`src/rtl/gpgpu_conf_regs_pkg.sv`:
```
// Register offsets, CTRL/STATUS bit positions and launch FSM state type
// shared by the GPGPU configuration register block.
package gpgpu_conf_regs_pkg;

  localparam logic [7:0] CTRL_OFFS      = 8'h00;
  localparam logic [7:0] START_OFFS     = 8'h04;
  localparam logic [7:0] STATUS_OFFS    = 8'h08;
  localparam logic [7:0] KERNEL_PC_OFFS = 8'h0C;
  localparam logic [7:0] NUM_WARPS_OFFS = 8'h10;
  localparam logic [7:0] CYCLES_OFFS    = 8'h14;

  localparam int CTRL_EN     = 0;
  localparam int CTRL_SRST   = 1;
  localparam int CTRL_IRQ_EN = 2;

  localparam int STATUS_BUSY = 0;
  localparam int STATUS_DONE = 1;
  localparam int STATUS_ERR  = 2;

  typedef enum logic [1:0] {IDLE, LAUNCH, RUN} launch_state_t;

  function automatic logic [31:0] be_to_mask(input logic [3:0] be);
    return {{8{be[3]}}, {8{be[2]}}, {8{be[1]}}, {8{be[0]}}};
  endfunction

endpackage

```
`src/rtl/gpgpu_conf_regs_if.sv`:
```
// OBI request and response interfaces between the host port and the
// configuration register block.
interface obi_req_if #(
  parameter int unsigned ADDR_WIDTH = 32,
  parameter int unsigned DATA_WIDTH = 32
);
  logic                    req;
  logic                    we;
  logic [3:0]              be;
  logic [ADDR_WIDTH-1:0]   addr;
  logic [DATA_WIDTH-1:0]   wdata;
  logic                    gnt;

  modport master (output req, we, be, addr, wdata, input gnt);
  modport slave  (input req, we, be, addr, wdata, output gnt);
endinterface

interface obi_rsp_if #(
  parameter int unsigned DATA_WIDTH = 32
);
  logic                  rvalid;
  logic [DATA_WIDTH-1:0] rdata;
  logic                  err;

  modport master (input rvalid, rdata, err);
  modport slave  (output rvalid, rdata, err);
endinterface

```
`src/rtl/gpgpu_conf_regs_launch_fsm.sv`:
```
// Kernel launch sequencer plus optional RUN cycle counter
// (built only when GPGPU_CONF_PERF_CNT_EN is defined).
//
// state  | meaning
// IDLE   | no kernel in flight, launch requests may be accepted
// LAUNCH | parameters snapshotted, start pulse issued on exit
// RUN    | kernel executing, waiting for core_done
module gpgpu_launch_fsm
  import gpgpu_conf_regs_pkg::*;
(
  input  logic        clk_i,
  input  logic        rst_ni,
  input  logic        start_req,
  input  logic        en,
  input  logic        srst,
  input  logic        num_warps_nz,
  input  logic        core_done,
  output logic        start_o,
  output logic        busy,
  output logic        launch,
  output logic        done_set,
  output logic        err_set,
  output logic [31:0] cycles
);

  launch_state_t state;

  assign launch   = start_req && (state == IDLE) && en && !srst && num_warps_nz;
  assign err_set  = start_req && !launch;
  assign done_set = core_done && (state == RUN) && !srst;

  always_ff @(posedge clk_i) begin
    if (!rst_ni) begin
      state   <= IDLE;
      start_o <= 1'b0;
      busy    <= 1'b0;
    end else if (srst) begin
      state   <= IDLE;
      start_o <= 1'b0;
      busy    <= 1'b0;
    end else begin
      unique case (state)
        IDLE: begin
          start_o <= 1'b0;
          busy    <= 1'b0;
          if (launch) state <= LAUNCH;
        end
        LAUNCH: begin
          state   <= RUN;
          start_o <= 1'b1;
          busy    <= 1'b1;
        end
        RUN: begin
          start_o <= 1'b0;
          if (core_done) begin
            state <= IDLE;
            busy  <= 1'b0;
          end
        end
        default: begin
          state   <= IDLE;
          start_o <= 1'b0;
          busy    <= 1'b0;
        end
      endcase
    end
  end

`ifdef GPGPU_CONF_PERF_CNT_EN
  logic [31:0] cycles_q;

  // Counts every cycle spent in RUN, saturating rather than wrapping.
  always_ff @(posedge clk_i) begin
    if (!rst_ni) begin
      cycles_q <= '0;
    end else if (launch) begin
      cycles_q <= '0;
    end else if (state == RUN && cycles_q != 32'hFFFF_FFFF) begin
      cycles_q <= cycles_q + 32'd1;
    end
  end

  assign cycles = cycles_q;
`else
  assign cycles = '0;
`endif

endmodule

```
`src/rtl/gpgpu_conf_regs.sv`:
```
// OBI-slave configuration registers and kernel launch control for the GPGPU core.
// Optional RUN cycle counter enabled by defining GPGPU_CONF_PERF_CNT_EN.
module gpgpu_conf_regs
  import gpgpu_conf_regs_pkg::*;
#(
  parameter int unsigned ADDR_WIDTH  = 32,
  parameter int unsigned DATA_WIDTH  = 32,
  parameter logic [31:0] RESET_PC    = 32'h0000_0000,
  parameter int unsigned NUM_WARPS_W = 4
) (
  input  logic                   clk_i,
  input  logic                   rst_ni,
  obi_req_if.slave               conf_regs_req,
  obi_rsp_if.slave               conf_regs_rsp,
  output logic                   core_en_o,
  output logic                   core_srst_o,
  output logic                   start_o,
  output logic [31:0]            kernel_pc_o,
  output logic [NUM_WARPS_W-1:0] num_warps_o,
  input  logic                   core_done_i,
  output logic                   irq_o
);

  logic [ADDR_WIDTH-1:0]  addr;
  logic [DATA_WIDTH-1:0]  wdata;
  logic [31:0]            wmask;
  logic [7:0]             reg_offs;
  logic                   unused_addr;
  logic                   req, wr;

  logic [2:0]             ctrl_q;
  logic [31:0]            kernel_pc_q;
  logic [NUM_WARPS_W-1:0] num_warps_q;
  logic                   done_q, err_q;

  logic                   rvalid_q, rsp_err_q;
  logic [31:0]            rdata_q, rdata_d;
  logic                   addr_ok;

  logic                   start_req, busy, launch, done_set, err_set;
  logic                   clr_done, clr_err;
  logic [31:0]            cycles;

  assign addr        = conf_regs_req.addr;
  assign wdata       = conf_regs_req.wdata;
  assign wmask       = be_to_mask(conf_regs_req.be);
  assign reg_offs    = {addr[7:2], 2'b00};
  assign unused_addr = ^{addr[ADDR_WIDTH-1:8], addr[1:0]};

  // Grant is purely combinational; held low while in reset.
  assign req               = conf_regs_req.req && rst_ni;
  assign conf_regs_req.gnt = req;
  assign wr                = req && conf_regs_req.we;

  assign start_req = wr && (reg_offs == START_OFFS) && wdata[0] && wmask[0];
  assign clr_done  = wr && (reg_offs == STATUS_OFFS) && wdata[STATUS_DONE] && wmask[STATUS_DONE];
  assign clr_err   = wr && (reg_offs == STATUS_OFFS) && wdata[STATUS_ERR] && wmask[STATUS_ERR];

  gpgpu_launch_fsm u_launch_fsm (
    .clk_i        (clk_i),
    .rst_ni       (rst_ni),
    .start_req    (start_req),
    .en           (ctrl_q[CTRL_EN]),
    .srst         (ctrl_q[CTRL_SRST]),
    .num_warps_nz (|num_warps_q),
    .core_done    (core_done_i),
    .start_o      (start_o),
    .busy         (busy),
    .launch       (launch),
    .done_set     (done_set),
    .err_set      (err_set),
    .cycles       (cycles)
  );

  always_comb begin
    rdata_d = '0;
    addr_ok = 1'b1;
    case (reg_offs)
      CTRL_OFFS:      rdata_d[2:0] = ctrl_q;
      START_OFFS:     rdata_d = '0;
      STATUS_OFFS:    rdata_d[2:0] = {err_q, done_q, busy};
      KERNEL_PC_OFFS: rdata_d = kernel_pc_q;
      NUM_WARPS_OFFS: rdata_d[NUM_WARPS_W-1:0] = num_warps_q;
      CYCLES_OFFS:    rdata_d = cycles;
      default:        addr_ok = 1'b0;
    endcase
  end

  always_ff @(posedge clk_i) begin
    if (!rst_ni) begin
      ctrl_q      <= '0;
      kernel_pc_q <= RESET_PC;
      num_warps_q <= '0;
      done_q      <= 1'b0;
      err_q       <= 1'b0;
      kernel_pc_o <= '0;
      num_warps_o <= '0;
      rvalid_q    <= 1'b0;
      rsp_err_q   <= 1'b0;
      rdata_q     <= '0;
    end else begin
      if (wr && reg_offs == CTRL_OFFS)
        ctrl_q <= (ctrl_q & ~wmask[2:0]) | (wdata[2:0] & wmask[2:0]);
      if (wr && reg_offs == KERNEL_PC_OFFS)
        kernel_pc_q <= ((kernel_pc_q & ~wmask) | (wdata & wmask)) & 32'hFFFF_FFFC;
      if (wr && reg_offs == NUM_WARPS_OFFS)
        num_warps_q <= (num_warps_q & ~wmask[NUM_WARPS_W-1:0])
                     | (wdata[NUM_WARPS_W-1:0] & wmask[NUM_WARPS_W-1:0]);

      // Hardware set beats a same-cycle software clear.
      if (done_set)                done_q <= 1'b1;
      else if (launch || clr_done) done_q <= 1'b0;
      if (err_set)                 err_q  <= 1'b1;
      else if (clr_err)            err_q  <= 1'b0;

      if (launch) begin
        kernel_pc_o <= kernel_pc_q;
        num_warps_o <= num_warps_q;
      end

      rvalid_q  <= req;
      rsp_err_q <= req && !addr_ok;
      rdata_q   <= (req && !conf_regs_req.we && addr_ok) ? rdata_d : '0;
    end
  end

  assign conf_regs_rsp.rvalid = rvalid_q;
  assign conf_regs_rsp.rdata  = rdata_q;
  assign conf_regs_rsp.err    = rsp_err_q;

  assign core_en_o   = ctrl_q[CTRL_EN];
  assign core_srst_o = ctrl_q[CTRL_SRST];
  assign irq_o       = done_q && ctrl_q[CTRL_IRQ_EN];

endmodule
```
`src/flat_wrapper.sv`:
```
// flat-port wrapper written by rule: the top's interface ports become plain ports
module gpgpu_conf_regs_flat import gpgpu_conf_regs_pkg::*;
#(
  parameter int unsigned ADDR_WIDTH  = 32,
  parameter int unsigned DATA_WIDTH  = 32,
  parameter logic [31:0] RESET_PC    = 32'h0000_0000,
  parameter int unsigned NUM_WARPS_W = 4
)
  (clk_i, rst_ni, core_en_o, core_srst_o, start_o, kernel_pc_o, num_warps_o, core_done_i, irq_o, conf_regs_req_req, conf_regs_req_we, conf_regs_req_be, conf_regs_req_addr, conf_regs_req_wdata, conf_regs_req_gnt, conf_regs_rsp_rvalid, conf_regs_rsp_rdata, conf_regs_rsp_err);
  obi_req_if #(.ADDR_WIDTH(ADDR_WIDTH), .DATA_WIDTH(DATA_WIDTH)) conf_regs_req_i ();
  obi_rsp_if #(.DATA_WIDTH(DATA_WIDTH)) conf_regs_rsp_i ();
  input  logic clk_i;
  input  logic rst_ni;
  output logic core_en_o;
  output logic core_srst_o;
  output logic start_o;
  output logic [31:0] kernel_pc_o;
  output logic [NUM_WARPS_W-1:0] num_warps_o;
  input  logic core_done_i;
  output logic irq_o;
  input wire logic [$bits(conf_regs_req_i.req)-1:0] conf_regs_req_req;
  input wire logic [$bits(conf_regs_req_i.we)-1:0] conf_regs_req_we;
  input wire logic [$bits(conf_regs_req_i.be)-1:0] conf_regs_req_be;
  input wire logic [$bits(conf_regs_req_i.addr)-1:0] conf_regs_req_addr;
  input wire logic [$bits(conf_regs_req_i.wdata)-1:0] conf_regs_req_wdata;
  output wire logic [$bits(conf_regs_req_i.gnt)-1:0] conf_regs_req_gnt;
  output wire logic [$bits(conf_regs_rsp_i.rvalid)-1:0] conf_regs_rsp_rvalid;
  output wire logic [$bits(conf_regs_rsp_i.rdata)-1:0] conf_regs_rsp_rdata;
  output wire logic [$bits(conf_regs_rsp_i.err)-1:0] conf_regs_rsp_err;
  assign conf_regs_req_i.req = conf_regs_req_req;
  assign conf_regs_req_i.we = conf_regs_req_we;
  assign conf_regs_req_i.be = conf_regs_req_be;
  assign conf_regs_req_i.addr = conf_regs_req_addr;
  assign conf_regs_req_i.wdata = conf_regs_req_wdata;
  assign conf_regs_req_gnt = conf_regs_req_i.gnt;
  assign conf_regs_rsp_rvalid = conf_regs_rsp_i.rvalid;
  assign conf_regs_rsp_rdata = conf_regs_rsp_i.rdata;
  assign conf_regs_rsp_err = conf_regs_rsp_i.err;
  gpgpu_conf_regs #(.ADDR_WIDTH(ADDR_WIDTH), .DATA_WIDTH(DATA_WIDTH), .RESET_PC(RESET_PC), .NUM_WARPS_W(NUM_WARPS_W)) u_core (.clk_i(clk_i), .rst_ni(rst_ni), .conf_regs_req(conf_regs_req_i), .conf_regs_rsp(conf_regs_rsp_i), .core_en_o(core_en_o), .core_srst_o(core_srst_o), .start_o(start_o), .kernel_pc_o(kernel_pc_o), .num_warps_o(num_warps_o), .core_done_i(core_done_i), .irq_o(irq_o));
endmodule
```
`config.mk`:
```
export PLATFORM = sky130hd
export DESIGN_NAME = gpgpu_conf_regs_flat
export DESIGN_NICKNAME = d
export VERILOG_FILES = /design/src/rtl/gpgpu_conf_regs_pkg.sv /design/src/rtl/gpgpu_conf_regs_if.sv /design/src/rtl/gpgpu_conf_regs_launch_fsm.sv /design/src/rtl/gpgpu_conf_regs.sv /design/src/flat_wrapper.sv
export SDC_FILE = /design/constraint.sdc
export NUM_CORES = 1
export LEC_CHECK = 0
export BUFFER_PORTS_ARGS = -buffer_cell sky130_fd_sc_hd__buf_2
export CORE_MARGIN = 2
export CORE_UTILIZATION = 30
export CTS_CLUSTER_SIZE = 16
export DETAILED_ROUTE_END_ITERATION = 16
export PLACE_DENSITY = 0.57
export SLEW_MARGIN = 10
export SYNTH_ARGS = -nofsm -noshare
export SYNTH_HDL_FRONTEND = slang
export SYNTH_SLANG_ARGS = --single-unit
```
`constraint.sdc`:
```
create_clock -name clk_i -period 2.49 [get_ports clk_i]
set_input_delay 0.1245 -clock clk_i [delete_from_list [all_inputs] [get_ports clk_i]]
set_output_delay 0.1245 -clock clk_i [all_outputs]
set_load 0.005 [all_outputs]
```
======== Yosys cells after proc, flatten, opt, wreduce, memory -nomap -nowiden ========
Index checks and enable logic that the tools add are counted.
word-level totals
  bits in latches ......................... 0
  memories kept ........................... 0
  ROM bits ................................ 0
  input port bits ......................... 73
  memory bits (writable) .................. 0
  logic and storage cells ................. 88
  output and inout port bits .............. 75
  register bits after elaboration ......... 111
operators by class
  equality and inequality tests ........... 9
  add/sub/neg operators ................... 0
  multipliers ............................. 0
  shift operators ......................... 0
  magnitude comparators ................... 0
  multiplexer cells ....................... 13
  bitwise operators ....................... 13
  divide/modulo/power cells ............... 0
  reduce and logical (&&, ||, !) cells .... 39
operator list
  operator                                                         number
  32-bit bitwise AND                                               2
  32-bit NOT                                                       1
  32-bit bitwise OR                                                1
  1-bit logical AND                                                24
  6-bit by 2-bit == test with 1-bit output, second input constant  2
  6-bit by 3-bit == test with 1-bit output, second input constant  2
  3-bit one-hot mux with 4 select lines                            1
  4-bit bitwise AND                                                2
  8-bit zero test                                                  1
  1-bit 2-to-1 mux                                                 7
  3-bit bitwise AND                                                2
  6-bit by 1-bit == test with 1-bit output, second input constant  1
  2-bit one-hot mux with 3 select lines                            1
  6-bit OR reduction                                               1
  1-bit zero test                                                  4
  2-bit 2-to-1 mux                                                 2
  4-bit NOT                                                        1
  4-bit bitwise OR                                                 1
  1-bit one-hot mux with 2 select lines                            2
  2-bit AND reduction                                              2
  2-bit nonzero test                                               2
  4-bit OR reduction                                               1
  3-bit NOT                                                        1
  3-bit bitwise OR                                                 1
  9 further kinds                                                  9

======== Depth between registers and ports, before layout ========
  depth after elaboration ................. 12
  gate-level depth with buffers ........... 8
  depth with buffers taken out ............ 5

======== Hierarchy ========
Synthesis repeated with hierarchy kept, for this count alone.
second synthesis, totals
  cells, all modules ...................... 473
  area, all modules ....................... 4560.6 um^2
by module, submodules not included
  module            area an instance (um^2)  sequential area each (um^2)  cells an instance  instances
  gpgpu_conf_regs   4147.7                   2142.1                       424                1
  gpgpu_launch_fsm  412.9                    80.1                         49                 1

======== Least setup slack after synthesis ========
No wires, ideal clock.
  kind .................................... input-to-reg
  start point ............................. in conf_regs_req_addr[4]
  end point ............................... reg u_core.kernel_pc_o[16]
  path slack .............................. 0.665 ns
  data required time ...................... 2.375 ns
  library setup time ...................... 0.115 ns
  buffers on the path ..................... 3
  stages .................................. 8
  arrival ................................. 1.710 ns
  cell sequence ........................... buf_2 -> or4_1 -> buf_6 -> nor3_4 -> nand2_2 -> clkinv_4 -> buf_8 -> o21ai_2
on the way
  cells in the longest elaborated chain, start to end .. 8
RTL lines
  item                                      RTL line                          RTL
  from (decl)                               flat_wrapper.sv:24                input wire logic [$bits(conf_regs_req_i.addr)-1:0] conf_regs_req_addr;
  6-bit by 1-bit == test with 1-bit output  gpgpu_conf_regs.sv:55             assign start_req = wr && (reg_offs == START_OFFS) && wdata[0] && wmask[0];
  1-bit logical AND (3 in a row)            gpgpu_conf_regs.sv:55
  1-bit logical AND (4 in a row)            gpgpu_conf_regs_launch_fsm.sv:28  assign launch = start_req && (state == IDLE) && en && !srst && num_warps_nz;
  to (signal assigned)                      gpgpu_conf_regs.sv:117            kernel_pc_o <= kernel_pc_q;
  to (decl)                                 gpgpu_conf_regs.sv:18             output logic [31:0] kernel_pc_o,
No other way between the ends.
A chain may end at the register's enable or synchronous reset.

==> metrics.cfg <==
[routing]
firstDrtPassIters = 4
drt_iter0_drc = 198
drc = 0
wl_per_cell_um = 13.7
final_antenna_net_count = 0
via_per_inst = 4.57
wl_um = 10200
vias = 3403

[grt]
use_met2_pct = 22.6
grt_max_degree = 51
antenna_found_initial = 0
grt_use_total_pct = 14.1
grt_pass1_vias = 3285
grt_pass1_wl_um = 16200
met1_usage_pct = 18.1
grt_busiest_layer = met2
grt_overflow = 0
met3_usage_pct = 3.79

[synthesis]
synth_compound_area_share_pct = 11.5
syn_area_um2 = 4150
synth-seq-cells = 111
synth.distinct_cells = 44
yosys-mux-area-fraction_pct = 4.19
synth_simple_gate_area_share_pct = 25.6
synthFlopType = dfxtp_1
synth-edff-count = 0
synth_warnings = 0
synth_top_family_by_area = simple AND/OR/NAND/NOR gates
synth_top_area_share_pct = 53.6
synth_area_leader_cell = dfxtp_1
synth-xor-area-share_pct = 0
ys_seq_area_share_pct = 53.6
yosys.area_share.adder_pct = 0
post_synth.cell_area_avg_um2 = 9.67
synth.area.top_cells = dfxtp_1, nand2_1, o21ai_2
synthCells = 429
async_flop_share_pct = 0

[placement]
port_buffers = 119
preCtsSetupSlack_ns = 0.437
place.gp.congestion = 0.741
hpwl_um = 7010

[setup_path]
cp.arrival_ns = 2.02
crit_type = flip-flop to flip-flop
worstPathRequired_ns = 2.75
crit_path_end_kind = flip-flop
path_max_fanout = 34
start_kind = flip-flop
worstPathCellList = nor4_1 > nor4_4 > nand2_2 > clkinv_4 > o21ai_0
crit_slowest_cell = nor4_1
max_stage_delay_ns = 0.46

[power]
p_leak_nw = 2.33
ir_drop_uv = 267
cellPowerDensity_nw_per_um2 = 619

[clocking]
post_cts_buffers = 0
cts_root_buf = clkbuf_16
path_clk_slew_ns = 0.07
cts_buffers = 9
cts_tree = yes
postCtsHoldBufs = 20
clkLatencyLatePin_ns = 0.35
cts-resized-gates = 0
cts_sinks = 111
max-clock-path-buffers = 2
htreeDepth = 3

[sta]
max-slew-margin-rel_pct = 60.4
whs_ns = 0.00949
rsz0062_at_grt = no
fin_skew_ns = 0.00643
hold_viol = 0
setup_slack_ns = 0.736
fmax_ghz = 0.570
period_minus_slack_ns = 1.75
setup-violations-final = 0
finalCritPeriodShare_pct = 70.5
tightest_slew_ns = 0.589
final_max_slew_viol_count = 0
tns_ns = 0

[finish]
nets = 637
final_cell_mix = buf_2, dfxtp_1, nand2_1
syn_to_final_growth_pct = 29.8
antenna_cells = 0
drive_above_1_share_pct = 32.4
finalCoreUtilization_pct = 40.3
layout_commonest_cell = buf_2

[die]
coreArea_um2 = 13300
die_x_um = 122
initial_core_util_pct = 31.1
row_count = 42
die_area_um2 = 14800
fp.dieH_um = 122
io_pins = 148

[status]
status = complete, no violations

[worst_hold_path]
hp-class = input pin to flip-flop

[job]
drv_cap = 0

[synthesized netlist by cell type (all sizes together) (2+ instances only)]
cell,n
dfxtp,111
nand2,76
o21ai,57
nand3,41
and2,33
clkbuf,15
mux2i,14
nor2b,14
buf,13
nor2,7
inv,6
nor3,5
nor4,5
nand4,4
a31oi,3
mux2,3
nand2b,3
nand3b,3
a22oi,2
or3b,2
[worst max-delay path: cells and delay by family (launching register included)]
family | cells | cell delay (ns)
buffers and inverters | 1 | 0.34
AO/OA/AOI/OAI | 1 | 0.29
AND/OR/NAND/NOR | 3 | 0.69
flip-flops | 1 | 0.34
[cell type report]
class | instances | area, um^2
Multi-Input combinational cell | 284 | 1730
Inverter | 7 | 31.3
Fill cell | 1363 | 7970
Timing Repair Buffer | 151 | 886
Tap cell | 176 | 220
Clock buffer | 12 | 246
Sequential cell | 111 | 2220
Clock inverter | 3 | 43.8
[per-stage QoR]
step / instances / area, um^2 / power (mW)
floorplan: 430 / 4150 / 1.87
global placement: 709 / 4890 / 1.92
detailed placement: 709 / 4890 / 1.92
CTS: 744 / 5380 / 3.38
global route: 744 / 5380 / 3.45
finish: 744 / 5380 / 3.33
[path summary, 6_finish.rpt]
path              slack [ns]  cells past startpoint                                   to                                start
hold reg to reg         0.45                      2  u_core.kernel_pc_o[15]$_SDFFE_PN0P_  u_core.kernel_pc_o[15]$_SDFFE_PN0P_
setup reg to reg        0.74                      5   u_core.kernel_pc_o[4]$_SDFFE_PN0P_                            flip-flop
setup / recovery        0.74                      5   u_core.kernel_pc_o[4]$_SDFFE_PN0P_                            flip-flop
hold / removal         0.009                      3                            flip-flop              conf_regs_req_wdata[19]
[metal layers]
layer	share of wire (%)	vias to the layer above
li1	-	1711
met1	47	1589
met2	46	90
met3	5.5	13
met4	1.7	0
met5	0	-
[power by group]
part	internal [mW]	switching (mW)	leakage (nW)
Combinational	0.0605	0.0655	1.29
Clock	0.803	0.625	0.143
Sequential	1.78	0.000679	0.894
Total	2.64	0.691	2.33
[cells by family after synthesis]
family | Yosys count
AOI/OAI and AO/OA | 69
buffers and inverters | 35
DFF | 111
muxes | 17
other | 1
and+or+nand+nor | 196
Power figures use the tool's default switching activity.
